$ cat src/rtl/decoder_pkg.sv
// decoder_pkg: shared state encoding and one-hot decode helper for scan_decoder
package decoder_pkg;
    typedef enum logic [1:0] {IDLE, DIRECT, SCAN} state_t;
    localparam int MAX_SEL_W = 8;
    localparam int MAX_OUT_W = 2 ** MAX_SEL_W;
    function automatic logic [MAX_OUT_W-1:0] onehot(input logic [MAX_SEL_W-1:0] idx);
        onehot = '0;
        onehot[idx] = 1'b1;
    endfunction
endpackage

$ cat src/rtl/dwell_counter.sv
// dwell_counter: free-running dwell counter that ticks when it matches the live dwell value
module dwell_counter #(
    parameter int DWELL_W = 8
) (
    input  logic               clk,
    input  logic               rst,
    input  logic               clr,
    input  logic [DWELL_W-1:0] dwell,
    output logic               tick
);
    logic [DWELL_W-1:0] count;
    assign tick = count == dwell;
    always_ff @(posedge clk)
        if (rst || clr) count <= '0;
        else count <= tick ? '0 : count + DWELL_W'(1);
endmodule

$ cat src/rtl/scan_decoder.sv
// scan_decoder: registered binary-to-one-hot decoder with select handshake and timed scan mode
module scan_decoder
    import decoder_pkg::*;
#(
    parameter int SEL_W = 2,
    parameter int DWELL_W = 8,
    localparam int OUT_W = 2 ** SEL_W
) (
    input  logic               clk,
    input  logic               rst,
    input  logic               en,
    input  logic               mode,
    input  logic               sel_valid,
    output logic               sel_ready,
    input  logic [SEL_W-1:0]   sel,
    input  logic [DWELL_W-1:0] dwell,
    output logic [OUT_W-1:0]   y,
    output logic [SEL_W-1:0]   y_idx,
    output logic               wrap
);
    state_t state;
    logic tick;
    logic clr;
    logic [SEL_W-1:0] next_idx;
    assign next_idx = y_idx + SEL_W'(1);
    assign clr = !en || !mode || state != SCAN;
    dwell_counter #(.DWELL_W(DWELL_W)) u_dwell (
        .clk(clk),
        .rst(rst),
        .clr(clr),
        .dwell(dwell),
        .tick(tick)
    );
    always_ff @(posedge clk) begin
        if (rst || !en) begin
            state     <= IDLE;
            y         <= '0;
            y_idx     <= '0;
            wrap      <= 1'b0;
            sel_ready <= 1'b0;
        end else begin
            wrap <= 1'b0;
            case (state)
                IDLE: begin
                    state     <= mode ? SCAN : DIRECT;
                    sel_ready <= !mode;
                    y         <= OUT_W'(mode);
                    y_idx     <= '0;
                end
                DIRECT: begin
                    if (mode) begin
                        state     <= SCAN;
                        sel_ready <= 1'b0;
                        y         <= OUT_W'(onehot(MAX_SEL_W'(y_idx)));
                    end else if (sel_valid && sel_ready) begin
                        y     <= OUT_W'(onehot(MAX_SEL_W'(sel)));
                        y_idx <= sel;
                    end
                end
                SCAN: begin
                    if (!mode) begin
                        state     <= DIRECT;
                        sel_ready <= 1'b1;
                    end else if (tick) begin
                        y     <= OUT_W'(onehot(MAX_SEL_W'(next_idx)));
                        y_idx <= next_idx;
                        wrap  <= &y_idx;
                    end
                end
                default: state <= IDLE;
            endcase
        end
    end
endmodule

$ cat config.mk
export PLATFORM = sky130hd
export DESIGN_NAME = scan_decoder
export DESIGN_NICKNAME = d
export VERILOG_FILES = /design/src/rtl/decoder_pkg.sv /design/src/rtl/dwell_counter.sv /design/src/rtl/scan_decoder.sv
export SDC_FILE = /design/constraint.sdc
export NUM_CORES = 1
export LEC_CHECK = 0
export CORE_MARGIN = 2
export CORE_UTILIZATION = 40
export DETAILED_ROUTE_END_ITERATION = 8
export GPL_TIMING_DRIVEN = 1
export PLACE_DENSITY_LB_ADDON = 0.12
export SKIP_LAST_GASP = 1
export SYNTH_ARGS = -nofsm -noshare
export SYNTH_HDL_FRONTEND = slang
export SYNTH_HIERARCHICAL = 1
export SYNTH_SLANG_ARGS = --single-unit
$ cat constraint.sdc
create_clock -name clk -period 3.6 [get_ports clk]
set_input_delay 0.72 -clock clk [delete_from_list [all_inputs] [get_ports clk]]
set_output_delay 0.72 -clock clk [all_outputs]
set_load 0.02 [all_outputs]
==> qor.csv, run 1 <==
stage,metric,value,unit
clocking,clkTransAtPathRegs,0.11,ns
timing,rsz0062_at_grt,false,
critical_path,timing.reg2reg.setup_slack,1.26,ns
global_route,grt_pass1_vias,982,
logic_synthesis,synth_edf_count,0,
floorplanning,core_area,0.00303,sq mm
timing,hold_ws,0.512,ns
global_route,track_usage,0.163,
logic_synthesis,yosysWarnings,6,
final_layout,syn_to_final_growth,22.5,%
pwr,power_density,273,mW/mm^2
critical_path,cp.arrival,3.01,ns
final_layout,drive_gt1_frac,0.108,
clocking,cts-resized-gates,0,
logic_synthesis,synthCells,137,
critical_path,path_class,in2reg,
critical_path,cp_data_required_time,3.83,ns
route,drt-pass1-iter-count,4,
clocking,cts_tree,done,
floorplanning,start_util,0.420,
route,viasPerCell,5.30,
placement,placedInstanceArea,0.00152,sq mm
clocking,cts.sinks,18,
timing,slew_headroom,0.573,
global_route,grt_pass1_wl,4.49,mm
critical_path,critPathMaxFanout,9,
critical_path,slowest_stage,nor4_4,
pwr,vdd_drop_max,0.121,mV
outcome,status,finished clean,
timing,tns,0,ns
logic_synthesis,synth.distinct_cells,42,
logic_synthesis,syn_area,0.00127,sq mm
final_layout,final_area,0.00156,sq mm
hold_path,hold_class,reg2reg,
route,drtIter0Drc,26,
clocking,clock_path_buffers,2,
clocking,cts_htree_levels,1,
route,drc,0,
timing,post-route-min-period,2.77,ns
timing,fin_skew,0.0105,ns
critical_path,cp-endpoint,y[0],
critical_path,critPathLaunchType,primary input,
route,wl,2.78,mm
final_layout,final_cell_mix,"clkdlybuf4s50_1, dfxtp_1, ha_1",
pwr,power,0.426,mW
logic_synthesis,ys_ff_latch,18,
critical_path,worstSetupStartpoint,dwell[7],
critical_path,critPathMaxStageDelay,0.52,ns
clocking,numCtsBuffers,3,
pwr,p_leak,0.574,nW
floorplanning,fp.dieArea,0.00365,sq mm
route,wl_per_cell,13.7,um
timing,setup_viol,0,
timing,hold_viol,0,
placement,hpwl,2.11,mm
floorplanning,fp-row-count,20,
clocking,clk_latency,0.31,ns
logic_synthesis,avgSynthCellArea,9.29,sq um
global_route,antenna_found_initial,0,
clocking,ctsHoldBuffers,0,
clocking,post_cts_buffers,0,
flow_run,max_cap_viol_count,0,
critical_path,worstPathCellList,clkdlybuf4s50_1 > xor2_1 > nor4_4 > and2_1 > a21boi_4 > a311o_1 > a211o_1 > a21oi_1,
floorplanning,ios,23,
timing,tightest_slew,0.639,ns
route,drtAntennaViolNets,0,
logic_synthesis,syn-num-nets,166,
placement,io_buffers,22,
placement,dp.cells,198,
floorplanning,die_x,60.4,um
critical_path,r2r_end,y[0],
global_route,gr-total-overflow,0,
placement,place_congestion,0.755,
global_route,grt_max_degree,18,
timing,max_freq,360,MHz
logic_synthesis,async_reset_ff_frac,0,
logic_synthesis,ys_seq_area_frac,0.283,
final_layout,fin_cells,202,
route,routed-via-count,1070,
final_layout,diodes,0,
timing,final_max_slew_viol_count,0,
critical_path,r2r-start,u_dwell/count[4],
final_layout,layout_commonest_cell,clkdlybuf4s50_1,
timing,fin_crit_sh,0.771,
critical_path,cp-end-kind,register,
final_layout,fin_nets,188,
floorplanning,fp.dieH,60.4,um
final_layout,fillers,297,
logic_synthesis,ys.flop_type,dfxtp_1,
clocking,cts_root_buf,clkbuf_4,
critical_path,r2r_cells,7,
## flip-flops by register name, summed over array words and instances, names as in the netlist
| signal | count |
|---|---|
| y | 4 |
| y_idx | 2 |
| state | 2 |
| u_dwell/count | 8 |
| sel_ready | 1 |
| wrap | 1 |
## report_power, final
group          total [mW]  internal (mW)  switching [mW]  leakage [nW]
combinational      0.0868         0.0419          0.0449         0.407
clock               0.132         0.0617          0.0705        0.0210
sequential          0.207          0.202         0.00463         0.145
## worst min-delay path by stage
stage | from | end | slack [ns] | depth (start not counted)
after floorplan | u_dwell/count[0] | u_dwell/count[0] | 0.48 | 1
after global placement | y[2] | y[2] | 0.50 | 1
after detailed placement | y[3] | y[3] | 0.49 | 1
after CTS | y[3] | y[3] | 0.52 | 1
after global routing | y[3] | y[3] | 0.55 | 1
final | y[3] | y[3] | 0.51 | 1
## cells by family after synthesis
logic type	Yosys count	synth area share
flip-flops	18	0.283
AO/OA/AOI/OAI	36	0.236
XOR/XNOR	11	0.0757
adder cells (fa/ha/maj)	14	0.138
multiplexers	2	0.0157
AND/OR/NAND/NOR	44	0.211
buffers and inverters	12	0.0403
## synth_stat cells (all sizes together), types with 2 or more instances
master / instances / area [sq um]
buf: 3 / 16.3
clkbuf: 2 / 8.75
or3: 3 / 18.8
nand2b: 5 / 31.3
nand2: 10 / 37.5
ha: 14 / 175
nand3: 6 / 35.0
a32o: 3 / 32.5
a221oi: 3 / 26.3
nor2: 6 / 22.5
a22o: 4 / 40.0
and2: 2 / 12.5
mux2i: 2 / 20.0
nor4: 2 / 42.5
nand4: 3 / 18.8
xor2: 10 / 87.6
nor3: 2 / 15.0
dfxtp: 18 / 360
a21oi: 6 / 30.0
o21ai: 6 / 30.0
inv: 7 / 26.3
a211oi: 6 / 45.0
## worst max-delay path: cells and delay by family
kind / cells / cell delay, ns
AO/OA/AOI/OAI: 4 / 0.90
XOR/XNOR: 1 / 0.17
buffers and inverters: 1 / 0.42
AND/OR/NAND/NOR: 2 / 0.79
## routing by layer
layer / up-vias / share of wire / track usage
li1: 540 / - / -
met1: 505 / 0.50 / 0.228
met2: 21 / 0.46 / 0.259
met3: 4 / 0.023 / 0.0192
met4: 0 / 0.013 / 0.0571
met5: - / 0 / 0
## final cells by class
type                    count  area [sq um]  share of cell area
flip-flops and latches     18           360               0.231
inverters                   7          26.3              0.0169
clock buffers               4          36.3              0.0233
repair buffers             22           220               0.141
well taps                  44          55.1              0.0353
multi-input cells         107           861               0.552
## through the flow
step                setup slack (ns)  utilization
global route                   0.666        0.515
finish                         0.826        0.515
CTS                            0.826        0.515
detailed placement             0.524        0.503
floorplan                       1.17            -
global placement               0.578        0.503
Power figures use the tool's default switching activity.
==> run 2, diff against run 1 <==
clock period = 2.6 ns   (was 3.6 ns; I/O delays follow)
==> run 2 against run 1 <==
Effect of this change:
- register-to-register slack worse by 0.73 ns
- total power is 37% higher
- highest routed layer unchanged
- via count is 1.8% higher
- non-clock buffer count is 3 higher
- sequential share of layout area is 0.33 points lower
- worst setup slack worse by 0.53 ns
==> qor.csv, run 2 (same netlist as run 1, synthesis figures left out) <==
stage,metric,value,unit
outcome,status,finished clean,
flow_run,max_cap_viol_count,0,
route,wl,2.75,mm
final_layout,final_area,0.00158,sq mm
placement,hpwl,2.13,mm
floorplanning,fp-row-count,20,
critical_path,slowest_stage,clkdlybuf4s50_1,
timing,final_max_slew_viol_count,0,
critical_path,cp_num_buf_inv,1,
final_layout,diodes,0,
timing,fin_skew,0.00105,ns
critical_path,critPathTopFamily,compound AO/OA/AOI/OAI gates,
placement,placedInstanceArea,0.00155,sq mm
critical_path,cp.arrival,2.53,ns
floorplanning,fp.dieH,60.4,um
final_layout,reg.largest.list,"u_dwell/count x8, y x4",
route,drc,0,
clocking,cts_tree,done,
global_route,track_usage,0.155,
critical_path,critPathMaxFanout,6,
route,viasPerCell,5.31,
global_route,grt_pass1_vias,965,
route,drt-pass1-iter-count,4,
final_layout,fin_cells,205,
final_layout,final_cell_mix,"clkdlybuf4s50_1, dfxtp_1, ha_1",
floorplanning,ios,23,
clocking,cts.sinks,18,
global_route,grt_pass1_wl,4.26,mm
floorplanning,fp.dieArea,0.00365,sq mm
final_layout,drive_gt1_frac,0.124,
final_layout,final_core_util,0.522,
route,routed-via-count,1089,
critical_path,path_class,in2reg,
placement,place_congestion,0.803,
clocking,clk_latency,0.29,ns
timing,max_freq,434,MHz
route,drtAntennaViolNets,0,
final_layout,largest_reg_flops,8,
final_layout,syn_to_final_growth,24.3,%
clocking,clkTransAtPathRegs,0.11,ns
clocking,cts_htree_levels,1,
clocking,numCtsBuffers,3,
final_layout,fin_nets,191,
placement,dpl_worst_slack,-0.0256,ns
pwr,p_leak,0.590,nW
timing,tns,0,ns
clocking,ctsHoldBuffers,0,
final_layout,seqCellArea,360,sq um
clocking,cts_root_buf,clkbuf_4,
pwr,power_density,370,mW/mm^2
critical_path,cp-end-kind,register,
timing,tightest_slew,0.413,ns
final_layout,multi_input_area,861,sq um
clocking,clock_path_buffers,2,
floorplanning,die_x,60.4,um
timing,fin_crit_sh,0.886,
timing,setup_viol,0,
floorplanning,start_util,0.420,
critical_path,critPathMaxStageDelay,0.42,ns
floorplanning,core_area,0.00303,sq mm
final_layout,top_register,u_dwell/count,
critical_path,cp_data_required_time,2.83,ns
timing,timing.final.ws_setup,0.297,ns
hold_path,hold_class,reg2reg,
final_layout,fillers,303,
route,drtIter0Drc,49,
final_layout,layout_commonest_cell,clkdlybuf4s50_1,
timing,post-route-min-period,2.30,ns
clocking,post_cts_buffers,0,
timing,slew_headroom,0.724,
pwr,vdd_drop_max,0.298,mV
placement,io_buffers,22,
clocking,cts-resized-gates,0,
critical_path,worstPathCellList,clkdlybuf4s50_1 > xor2_1 > nor4_4 > and2_1 > a21boi_4 > a311o_1 > a211o_1 > a21oi_1,
route,wl_per_cell,13.4,um
global_route,grt_max_degree,11,
global_route,gr-total-overflow,0,
timing,hold_viol,0,
timing,rsz0062_at_grt,false,
critical_path,critPathLaunchType,primary input,
global_route,antenna_found_initial,0,
placement,dp.cells,201,
[run 2: cell count changes in the layout (fill, tap and decap cells not counted)]
| cell | previous run | this run |
|---|---|---|
| buf_4 | 0 | 3 |
[run 2: metrics by stage]
step	hold slack, ns	power, mW
floorplan	0.482	0.369
global placement	0.499	0.413
detailed placement	0.487	0.414
CTS	0.514	0.594
global route	0.526	0.617
finish	0.510	0.585
[run 2: final timing paths]
check	cells past startpoint	slack (ns)	endpoint	start
worst max-delay path	8	0.30	y[0]	dwell[7]
worst min-delay path	1	0.51	y[2]	y[2]
worst max register to register	7	0.53	y[0]	u_dwell/count[4]
worst min register to register	1	0.51	y[2]	y[2]
[run 2: metal layers]
layer  vias up  part of all wire  global-route usage
li1        550                 -                   -
met1       518              0.47               0.194
met2        19              0.49               0.267
met3         2             0.032              0.0426
met4         0            0.0069              0.0317
met5         -                 0                   0
[run 2: report_power, final]
group	leakage [nW]	switching [mW]	internal [mW]
Sequential	0.145	0.00643	0.280
Clock	0.0210	0.0908	0.0854
Combinational	0.423	0.0627	0.0598
Total	0.590	0.160	0.425
[run 2: final cells by class]
cell class,instances,share of cell area
timing repair buffer,25,0.153
clock buffer,4,0.0229
tap,44,0.0348
sequential,18,0.228
inverter,7,0.0166
multi-input combinational,107,0.544
